<file path="config.mk">
export PLATFORM = sky130hd
export DESIGN_NAME = counter_ctrl_flat
export DESIGN_NICKNAME = d
export VERILOG_FILES = /design/src/rtl/counter_ctrl_if.sv /design/src/rtl/counter_ctrl.sv /design/src/flat_wrapper.sv
export SDC_FILE = /design/constraint.sdc
export NUM_CORES = 1
export LEC_CHECK = 0
export ABC_AREA = 1
export BUFFER_PORTS_ARGS = -buffer_cell sky130_fd_sc_hd__buf_2
export CORE_MARGIN = 2
export CORE_UTILIZATION = 45
export CTS_CLUSTER_DIAMETER = 120
export CTS_CLUSTER_SIZE = 24
export DETAILED_ROUTE_END_ITERATION = 16
export PLACE_DENSITY_LB_ADDON = 0.15
export RECOVER_POWER = 50
export SETUP_SLACK_MARGIN = 0.1
export SLEW_MARGIN = 20
export SYNTH_ARGS = -nofsm -noshare
export SYNTH_HDL_FRONTEND = slang
export SYNTH_SLANG_ARGS = --single-unit
</file>
<file path="constraint.sdc">
create_clock -name clk -period 2.1 [get_ports clk]
set_input_delay 0.42 -clock clk [delete_from_list [all_inputs] [get_ports clk]]
set_output_delay 0.42 -clock clk [all_outputs]
set_load 0.1 [all_outputs]
</file>
<file path="src/rtl/counter_ctrl_if.sv">
`default_nettype none
// ============================================================================
// Module  : counter_ctrl_if
// Brief   : Command valid/ready handshake between a command source and
//           counter_ctrl.
// Revision: 1.0 - initial release
// ============================================================================
interface counter_ctrl_if #(
    parameter int WIDTH = 4
) ();
    logic             cmd_valid;
    logic             cmd_ready;
    logic [1:0]       cmd_op;
    logic [WIDTH-1:0] cmd_data;

    modport master (
        output cmd_valid,
        output cmd_op,
        output cmd_data,
        input  cmd_ready
    );

    modport slave (
        input  cmd_valid,
        input  cmd_op,
        input  cmd_data,
        output cmd_ready
    );
endinterface
`default_nettype wire

</file>
<file path="src/rtl/counter_ctrl.sv">
`default_nettype none
// ============================================================================
// Module  : counter_ctrl
// Brief   : Prescaled up/down counter sequencer with start/stop/load/clear
//           commands, programmable limit and one-shot or wrap termination.
// Revision: 1.0 - initial release
// ============================================================================
module counter_ctrl #(
    parameter int WIDTH = 4,
    parameter int DIV_W = 8
) (
    input  wire logic             clk,
    input  wire logic             rst,
    counter_ctrl_if.slave         cmd,
    input  wire logic [WIDTH-1:0] limit,
    input  wire logic [DIV_W-1:0] div,
    input  wire logic             mode,
    input  wire logic             up_dn,
    output logic      [WIDTH-1:0] count,
    output logic                  tick,
    output logic                  running,
    output logic                  done
);

    localparam logic [1:0] c_OP_START = 2'b00;
    localparam logic [1:0] c_OP_STOP  = 2'b01;
    localparam logic [1:0] c_OP_LOAD  = 2'b10;
    localparam logic [1:0] c_OP_CLEAR = 2'b11;

    typedef enum logic [1:0] {
        ST_IDLE = 2'd0,
        ST_RUN  = 2'd1,
        ST_DONE = 2'd2
    } state_t;

    state_t           r_state;
    logic [WIDTH-1:0] r_count;
    logic [DIV_W-1:0] r_pre;
    logic             r_tick;
    logic             r_done;
    logic             r_ready;

    state_t           w_state_nxt;
    logic [WIDTH-1:0] w_count_nxt;
    logic [DIV_W-1:0] w_pre_nxt;
    logic             w_tick_nxt;
    logic             w_done_nxt;
    logic             w_ready_nxt;
    logic             w_accept;
    logic             w_pre_hit;
    logic             w_step;
    logic             w_terminal;

    assign w_accept   = cmd.cmd_valid && r_ready;
    assign w_pre_hit  = (r_pre == div);
    assign w_step     = (r_state == ST_RUN) && w_pre_hit;
    assign w_terminal = up_dn ? (r_count == limit) : (r_count == '0);

    always_ff @(posedge clk) begin
        if (rst) begin
            r_state <= ST_IDLE;
            r_count <= '0;
            r_pre   <= '0;
            r_tick  <= 1'b0;
            r_done  <= 1'b0;
            r_ready <= 1'b1;
        end else begin
            r_state <= w_state_nxt;
            r_count <= w_count_nxt;
            r_pre   <= w_pre_nxt;
            r_tick  <= w_tick_nxt;
            r_done  <= w_done_nxt;
            r_ready <= w_ready_nxt;
        end
    end

    always_comb begin
        w_state_nxt = r_state;
        w_count_nxt = r_count;
        w_tick_nxt  = 1'b0;
        w_done_nxt  = 1'b0;
        // ready is withheld for the single cycle following any acceptance
        w_ready_nxt = !w_accept;
        w_pre_nxt   = '0;
        if ((r_state == ST_RUN) && !w_pre_hit) begin
            w_pre_nxt = r_pre + DIV_W'(1);
        end

        // an accepted command pre-empts a coincident step entirely
        if (w_accept) begin
            case (cmd.cmd_op)
                c_OP_START: begin
                    if (r_state != ST_RUN) begin
                        w_state_nxt = ST_RUN;
                        w_pre_nxt   = '0;
                    end
                end
                c_OP_STOP: begin
                    if (r_state == ST_RUN) begin
                        w_state_nxt = ST_IDLE;
                        w_pre_nxt   = '0;
                    end
                end
                c_OP_LOAD: begin
                    w_count_nxt = cmd.cmd_data;
                    w_pre_nxt   = '0;
                end
                c_OP_CLEAR: begin
                    w_count_nxt = '0;
                    w_state_nxt = ST_IDLE;
                    w_pre_nxt   = '0;
                end
                default: ;
            endcase
        end else if (w_step) begin
            w_tick_nxt = 1'b1;
            if (w_terminal) begin
                w_done_nxt = 1'b1;
                if (mode) begin
                    w_count_nxt = up_dn ? '0 : limit;
                end else begin
                    w_state_nxt = ST_DONE;
                end
            end else begin
                w_count_nxt = up_dn ? (r_count + WIDTH'(1)) : (r_count - WIDTH'(1));
            end
        end
    end

    assign cmd.cmd_ready = r_ready;
    assign count         = r_count;
    assign tick          = r_tick;
    assign done          = r_done;
    assign running       = (r_state == ST_RUN);

endmodule
`default_nettype wire

</file>
<file path="src/flat_wrapper.sv">
// flat-port wrapper written by rule: the top's interface ports become plain ports
module counter_ctrl_flat 
#(
    parameter int WIDTH = 4,
    parameter int DIV_W = 8
)
  (clk, rst, limit, div, mode, up_dn, count, tick, running, done, cmd_cmd_valid, cmd_cmd_op, cmd_cmd_data, cmd_cmd_ready);
  counter_ctrl_if #(.WIDTH(WIDTH)) cmd_i ();
  input  wire logic clk;
  input  wire logic rst;
  input  wire logic [WIDTH-1:0] limit;
  input  wire logic [DIV_W-1:0] div;
  input  wire logic mode;
  input  wire logic up_dn;
  output logic      [WIDTH-1:0] count;
  output logic tick;
  output logic running;
  output logic done;
  input wire logic [$bits(cmd_i.cmd_valid)-1:0] cmd_cmd_valid;
  input wire logic [$bits(cmd_i.cmd_op)-1:0] cmd_cmd_op;
  input wire logic [$bits(cmd_i.cmd_data)-1:0] cmd_cmd_data;
  output wire logic [$bits(cmd_i.cmd_ready)-1:0] cmd_cmd_ready;
  assign cmd_i.cmd_valid = cmd_cmd_valid;
  assign cmd_i.cmd_op = cmd_cmd_op;
  assign cmd_i.cmd_data = cmd_cmd_data;
  assign cmd_cmd_ready = cmd_i.cmd_ready;
  counter_ctrl #(.WIDTH(WIDTH), .DIV_W(DIV_W)) u_core (.clk(clk), .rst(rst), .cmd(cmd_i), .limit(limit), .div(div), .mode(mode), .up_dn(up_dn), .count(count), .tick(tick), .running(running), .done(done));
endmodule
</file>
==> flow_summary_export.csv, run 1 <==
group,metric,value,unit
setup_path,critPathLaunchType,"flop",
timing,fin_crit,1.68,ns
place,port_buffers,30,
place,dp_hpwl,2040,µm
timing,max_slew_margin,64.3,%
power_and_ir_drop,clockPowerShare,21.6,%
outcome,status,"complete, no violations",
timing,worst_slew_pin_slew,0.537,ns
die,die_y,56.9,µm
timing,holdWs,0.438,ns
setup_path,crit_top_cell,"inv_1",
final_layout,nets,256,
grt,grt-ovfl-total,0,
yosys,yosys.cell_types.count,27,
clock_network,numCtsBuffers,3,
die,dieArea,3240,µm²
final_layout,drive_gt1_share,25.4,%
yosys,mappedNetlistNets,221,
grt,antenna_found_initial,0,
final_layout,final_cell_mix,"nand2_1, nor2_1, buf_2",
yosys,postSynthCellCount,190,
yosys,ys_seq_elements,17,
timing,skew,0.00469,ns
setup_path,cp.required,1.68,ns
setup_path,critPathMaxStageDelay,0.43,ns
power_and_ir_drop,intPower,0.509,mW
route,avgViaCountPerCell,4.57,
clock_network,postCtsSetupBuffers,0,
die,ios,31,
route,routed.top_layer,"met4",
setup_path,critPathKind,"reg -> out",
clock_network,clock_path_buffers,2,
grt,grt_usage,17.3,%
yosys,ys_warn_count,0,
clock_network,cts_sinks,17,
timing,setup-violations-final,0,
clock_network,ctsHoldBuffers,0,
final_layout,n_antenna_cell,0,
route,drt_wl_total,2440,µm
die,die_w,56.9,µm
timing,tns,0,ns
clock_network,cts_root_buf,"clkbuf_4",
die,start_util,46.5,%
setup_path,slowest_stage,"buf_2",
route,firstDrtPassIters,4,
timing,period_share,80.1,%
setup_path,arrival,1.26,ns
route,routed-wl-met3,102,µm
timing,slew_viol_final,0,
flow_run,cap_viol_max_count,0,
clock_network,cts_tree,"built",
yosys,ys_seq_area_share,27.0,%
grt,grt_max_degree,12,
power_and_ir_drop,pwr-share-seq,41.4,%
power_and_ir_drop,ir_drop,328,µV
clock_network,path_clk_slew,0.11,ns
setup_path,end_kind,"output pin",
route,wl_per_cell,9.55,µm
place,place.gp.congestion,0.808,
grt,grt_pass1_wl,4550,µm
clock_network,post_cts_resize_count,0,
die,core_area,2710,µm²
final_layout,area_growth,17.7,%
timing,max_freq,594,MHz
timing,hold_viol_final,0,
power_and_ir_drop,p_leak,0.784,nW
route,dr_total_vias,1166,
route,met2_length,1090,µm
route,drt-met1-wl,1210,µm
setup_path,crit_fanout,3,
clock_network,clock_latency,0.29,ns
power_and_ir_drop,power.density,574,nW/µm²
yosys,avgSynthCellArea,6.64,µm²
yosys,mappedNetlistArea,1260,µm²
route,route.detailed.drc,0,
power_and_ir_drop,p_switching,0.343,mW
route,drtIter0Drc,43,
timing,rsz0062_at_grt,"no",
setup_path,cpLargestDelayFamily,"buffers and inverters",
route,detail-route-antenna-nets,0,
setup_path,crit_buf_inv,3,
min_path,hp-class,"in -> reg",
setup_path,crit_chain,"inv_1, nand2_1, inv_1, buf_2",
power_and_ir_drop,pwr-share-comb,37.1,%
clock_network,htreeDepth,1,
final_layout,final_common_cell,"nand2_1",
power_and_ir_drop,swShare,40.3,%
die,num_rows,19,
grt,grt_pass1_vias,1141,
-- final timing paths --
kind                             startpoint  cells past startpoint                         endpoint  slack [ns]
min reg2reg      u_core.r_pre[0]$_SDFF_PP0_                      1       u_core.r_pre[0]$_SDFF_PP0_        0.50
max reg2reg    u_core.count[2]$_SDFFE_PP0P_                     11     u_core.count[3]$_SDFFE_PP0P_        0.53
min                                     rst                      3  u_core.cmd.cmd_ready$_SDFF_PP1_        0.44
max          u_core.r_state[1]$_SDFFE_PP0P_                      4                          running        0.42
-- stage by stage --
step | cell area (µm²) | util [%] | setup slack, ns | std cells | total power [mW]
2_1_floorplan | 1260 | - | 0.147 | 190 | 0.606
3_3_place_gp | 1450 | 53.6 | 0.381 | 251 | 0.671
3_5_place_dp | 1450 | 53.6 | 0.296 | 251 | 0.677
4_1_cts | 1480 | 54.8 | 0.405 | 255 | 0.859
5_1_grt | 1480 | 54.8 | 0.320 | 255 | 0.905
6_report | 1480 | 54.8 | 0.418 | 255 | 0.852
-- cells in the mapped netlist --
library cell / instances / area [µm²]
o21ai_0: 2 / 10.0
dfxtp_1: 17 / 340
o21ai_1: 1 / 5.00
o211ai_1: 1 / 7.51
nand3_1: 9 / 45.0
inv_1: 20 / 75.1
nor2_1: 29 / 109
nor2_4: 1 / 11.3
nand2_8: 1 / 20.0
nand2_1: 62 / 233
nand3b_1: 1 / 7.51
nand3_2: 2 / 20.0
and3_1: 1 / 6.26
nand2_4: 1 / 11.3
or2_4: 1 / 8.76
and2_1: 1 / 6.26
xnor2_1: 7 / 61.3
inv_2: 6 / 22.5
a21oi_1: 3 / 15.0
nand2_2: 4 / 25.0
ha_1: 7 / 87.6
fa_1: 1 / 20.0
xnor2_2: 1 / 16.3
nor3_1: 3 / 15.0
nand3_4: 2 / 35.0
nor2_2: 2 / 12.5
xor2_1: 4 / 35.0
-- state kept, by name, summed over array words and instances, names as in the netlist --
signal,flops
u_core.r_pre,8
u_core.count,4
u_core.r_state,2
u_core.cmd.cmd_ready,1
u_core.done,1
u_core.tick,1
-- kinds of logic after synthesis --
kind of cell             after synthesis  share of synthesized area (%)
AND/OR/NAND/NOR                      120                           44.8
buffers and inverters                 26                           7.74
flip-flops                            17                           27.0
XOR/XNOR                              12                           8.93
adder cells (fa/ha/maj)                8                           8.53
AO/OA/AOI/OAI                          7                           2.98
-- power by group through the flow --
| stage | Combinational (mW) | Clock (mW) | Sequential, mW |
|---|---|---|---|
| after floorplan | 0.181 | 0 | 0.425 |
| after global placement | 0.311 | 0 | 0.360 |
| after detailed placement | 0.317 | 0 | 0.360 |
| after CTS | 0.319 | 0.187 | 0.353 |
| after global routing | 0.357 | 0.192 | 0.355 |
| final | 0.316 | 0.184 | 0.353 |
-- cell type report --
class / count / area [µm²]
flip-flops and latches: 17 / 344
fillers: 298 / 1230
repair buffers: 30 / 150
clock inverters: 1 / 7.51
multi-input cells: 147 / 823
well taps: 31 / 38.8
clock buffers: 3 / 22.5
inverters: 26 / 97.6
-- routing by layer --
metal  vias up  track usage (%)
met5         -                0
met4         0             5.98
met3         5             2.49
met2        23             28.9
met1       491             22.8
li1        647                -
-- worst min-delay path, cell delays in order --
cell and delay, ns:
buf_2 0.07, inv_1 0.12, nand2_1 0.09
Power figures use the tool's default switching activity.
==> run 2: changes to the inputs <==
clock period = 1.6 ns   (was 2.1 ns; I/O delays follow)
==> flow_summary_export.csv, run 2 (same netlist as run 1, synthesis figures left out) <==
group,metric,value,unit
clock_network,path_clk_slew,0.10,ns
setup_path,reg2reg_depth,11,
setup_path,slowest_stage,"buf_2",
die,die_y,56.9,µm
final_layout,n_antenna_cell,0,
setup_path,rrSetupSlack,0.16,ns
setup_path,crit_chain,"buf_2",
clock_network,cts_tree,"built",
final_layout,final_cell_mix,"nand2_1, buf_2, nor2_1",
outcome,status,"complete, no violations",
timing,slew_viol_final,0,
route,avgViaCountPerCell,4.71,
timing,worst_slew_pin_slew,0.538,ns
final_layout,largest_reg_flops,8,
die,core_area,2710,µm²
die,dieArea,3240,µm²
setup_path,crit_cells,1,
route,drt_wl_total,2640,µm
grt,grt_pass1_vias,1161,
timing,period_share,91.4,%
timing,fin_crit,1.46,ns
route,wl_per_cell,10.1,µm
grt,grt_max_degree,12,
final_layout,final_common_cell,"nand2_1",
grt,grt-ovfl-total,0,
clock_network,clock_path_buffers,2,
setup_path,crit_fanout,5,
timing,hold_viol_final,0,
power_and_ir_drop,power.density,723,nW/µm²
clock_network,numCtsBuffers,3,
place,place.gp.congestion,0.849,
grt,grt_usage,17.2,%
place,dp_hpwl,2090,µm
final_layout,area_growth,31.8,%
setup_path,critPathMaxStageDelay,0.44,ns
final_layout,drive_gt1_share,37.4,%
die,num_rows,19,
route,route.detailed.drc,0,
flow_run,cap_viol_max_count,0,
timing,setup-violations-final,0,
timing,skew,0.00862,ns
min_path,holdPathStages,4,
timing,worst_slack,0.138,ns
setup_path,cp.required,1.28,ns
route,drtIter0Drc,48,
grt,antenna_found_initial,0,
grt,grt_pass1_wl,4490,µm
die,start_util,46.5,%
route,dr_total_vias,1230,
setup_path,critPathKind,"reg -> out",
timing,max_slew_margin,64.3,%
setup_path,arrival,1.14,ns
place,port_buffers,30,
final_layout,nets,262,
final_layout,top_register,"u_core.r_pre",
setup_path,crit_buf_inv,1,
power_and_ir_drop,ir_drop,505,µV
final_layout,finish.utilization,61.4,%
timing,tns,0,ns
clock_network,cts_root_buf,"clkbuf_4",
die,ios,31,
timing,max_freq,684,MHz
die,die_w,56.9,µm
setup_path,end_kind,"output pin",
route,detail-route-antenna-nets,0,
power_and_ir_drop,p_leak,0.815,nW
timing,rsz0062_at_grt,"yes",
clock_network,htreeDepth,1,
route,firstDrtPassIters,4,
clock_network,cts_sinks,17,
min_path,hp-class,"in -> reg",
setup_path,cpLargestDelayFamily,"buffers and inverters",
clock_network,clock_latency,0.30,ns
place,dp_slack,0.0289,ns
setup_path,critPathLaunchType,"flop",
## run 2: worst min-delay path, cell delays in order
cell and delay [ns]:
buf_2 0.07, inv_1 0.05, nand2_1 0.08, nor3_1 0.06
## run 2: what timing repair did
item	4_1_cts	5_1_grt
hold buffers	0	0
gates resized for setup	1	24
buffers inserted	0	4
setup endpoints to repair	1	7
pin swaps	0	16
## run 2: metrics by stage
stage / std cells / power [mW] / hold WS (ns) / area, µm²
2_1_floorplan: 190 / 0.807 / 0.441 / 1310
3_3_place_gp: 253 / 0.896 / 0.460 / 1510
3_5_place_dp: 253 / 0.904 / 0.466 / 1510
4_1_cts: 257 / 1.16 / 0.318 / 1540
5_1_grt: 261 / 1.28 / 0.337 / 1660
6_report: 261 / 1.20 / 0.327 / 1660
## run 2: final cells by class
class / count / area [µm²]
clock inverter: 1 / 6.26
inverter: 26 / 106
clock buffer: 3 / 22.5
fill: 263 / 1050
multi-input combinational: 147 / 923
tap: 31 / 38.8
sequential: 17 / 364
timing repair buffer: 36 / 201
## run 2: final timing paths
path | from | endpoint
setup / recovery | u_core.count[1]$_SDFFE_PP0P_ | count[1]
hold / removal | rst | u_core.tick$_SDFF_PP0_
setup reg to reg | u_core.count[2]$_SDFFE_PP0P_ | u_core.count[3]$_SDFFE_PP0P_
hold reg to reg | u_core.r_pre[0]$_SDFF_PP0_ | u_core.r_pre[0]$_SDFF_PP0_
## run 2: per-layer routing
layer,share of wire [%],GRT usage (%)
met3,4.0,2.49
met1,46,20.8
met5,0,0
met4,0.72,6.98
met2,49,30.4
## run 2: report_power, final
part / internal, mW / switching [mW]
registers: 0.441 / 0.0265
clock network: 0.0966 / 0.151
logic: 0.174 / 0.313
total: 0.711 / 0.490
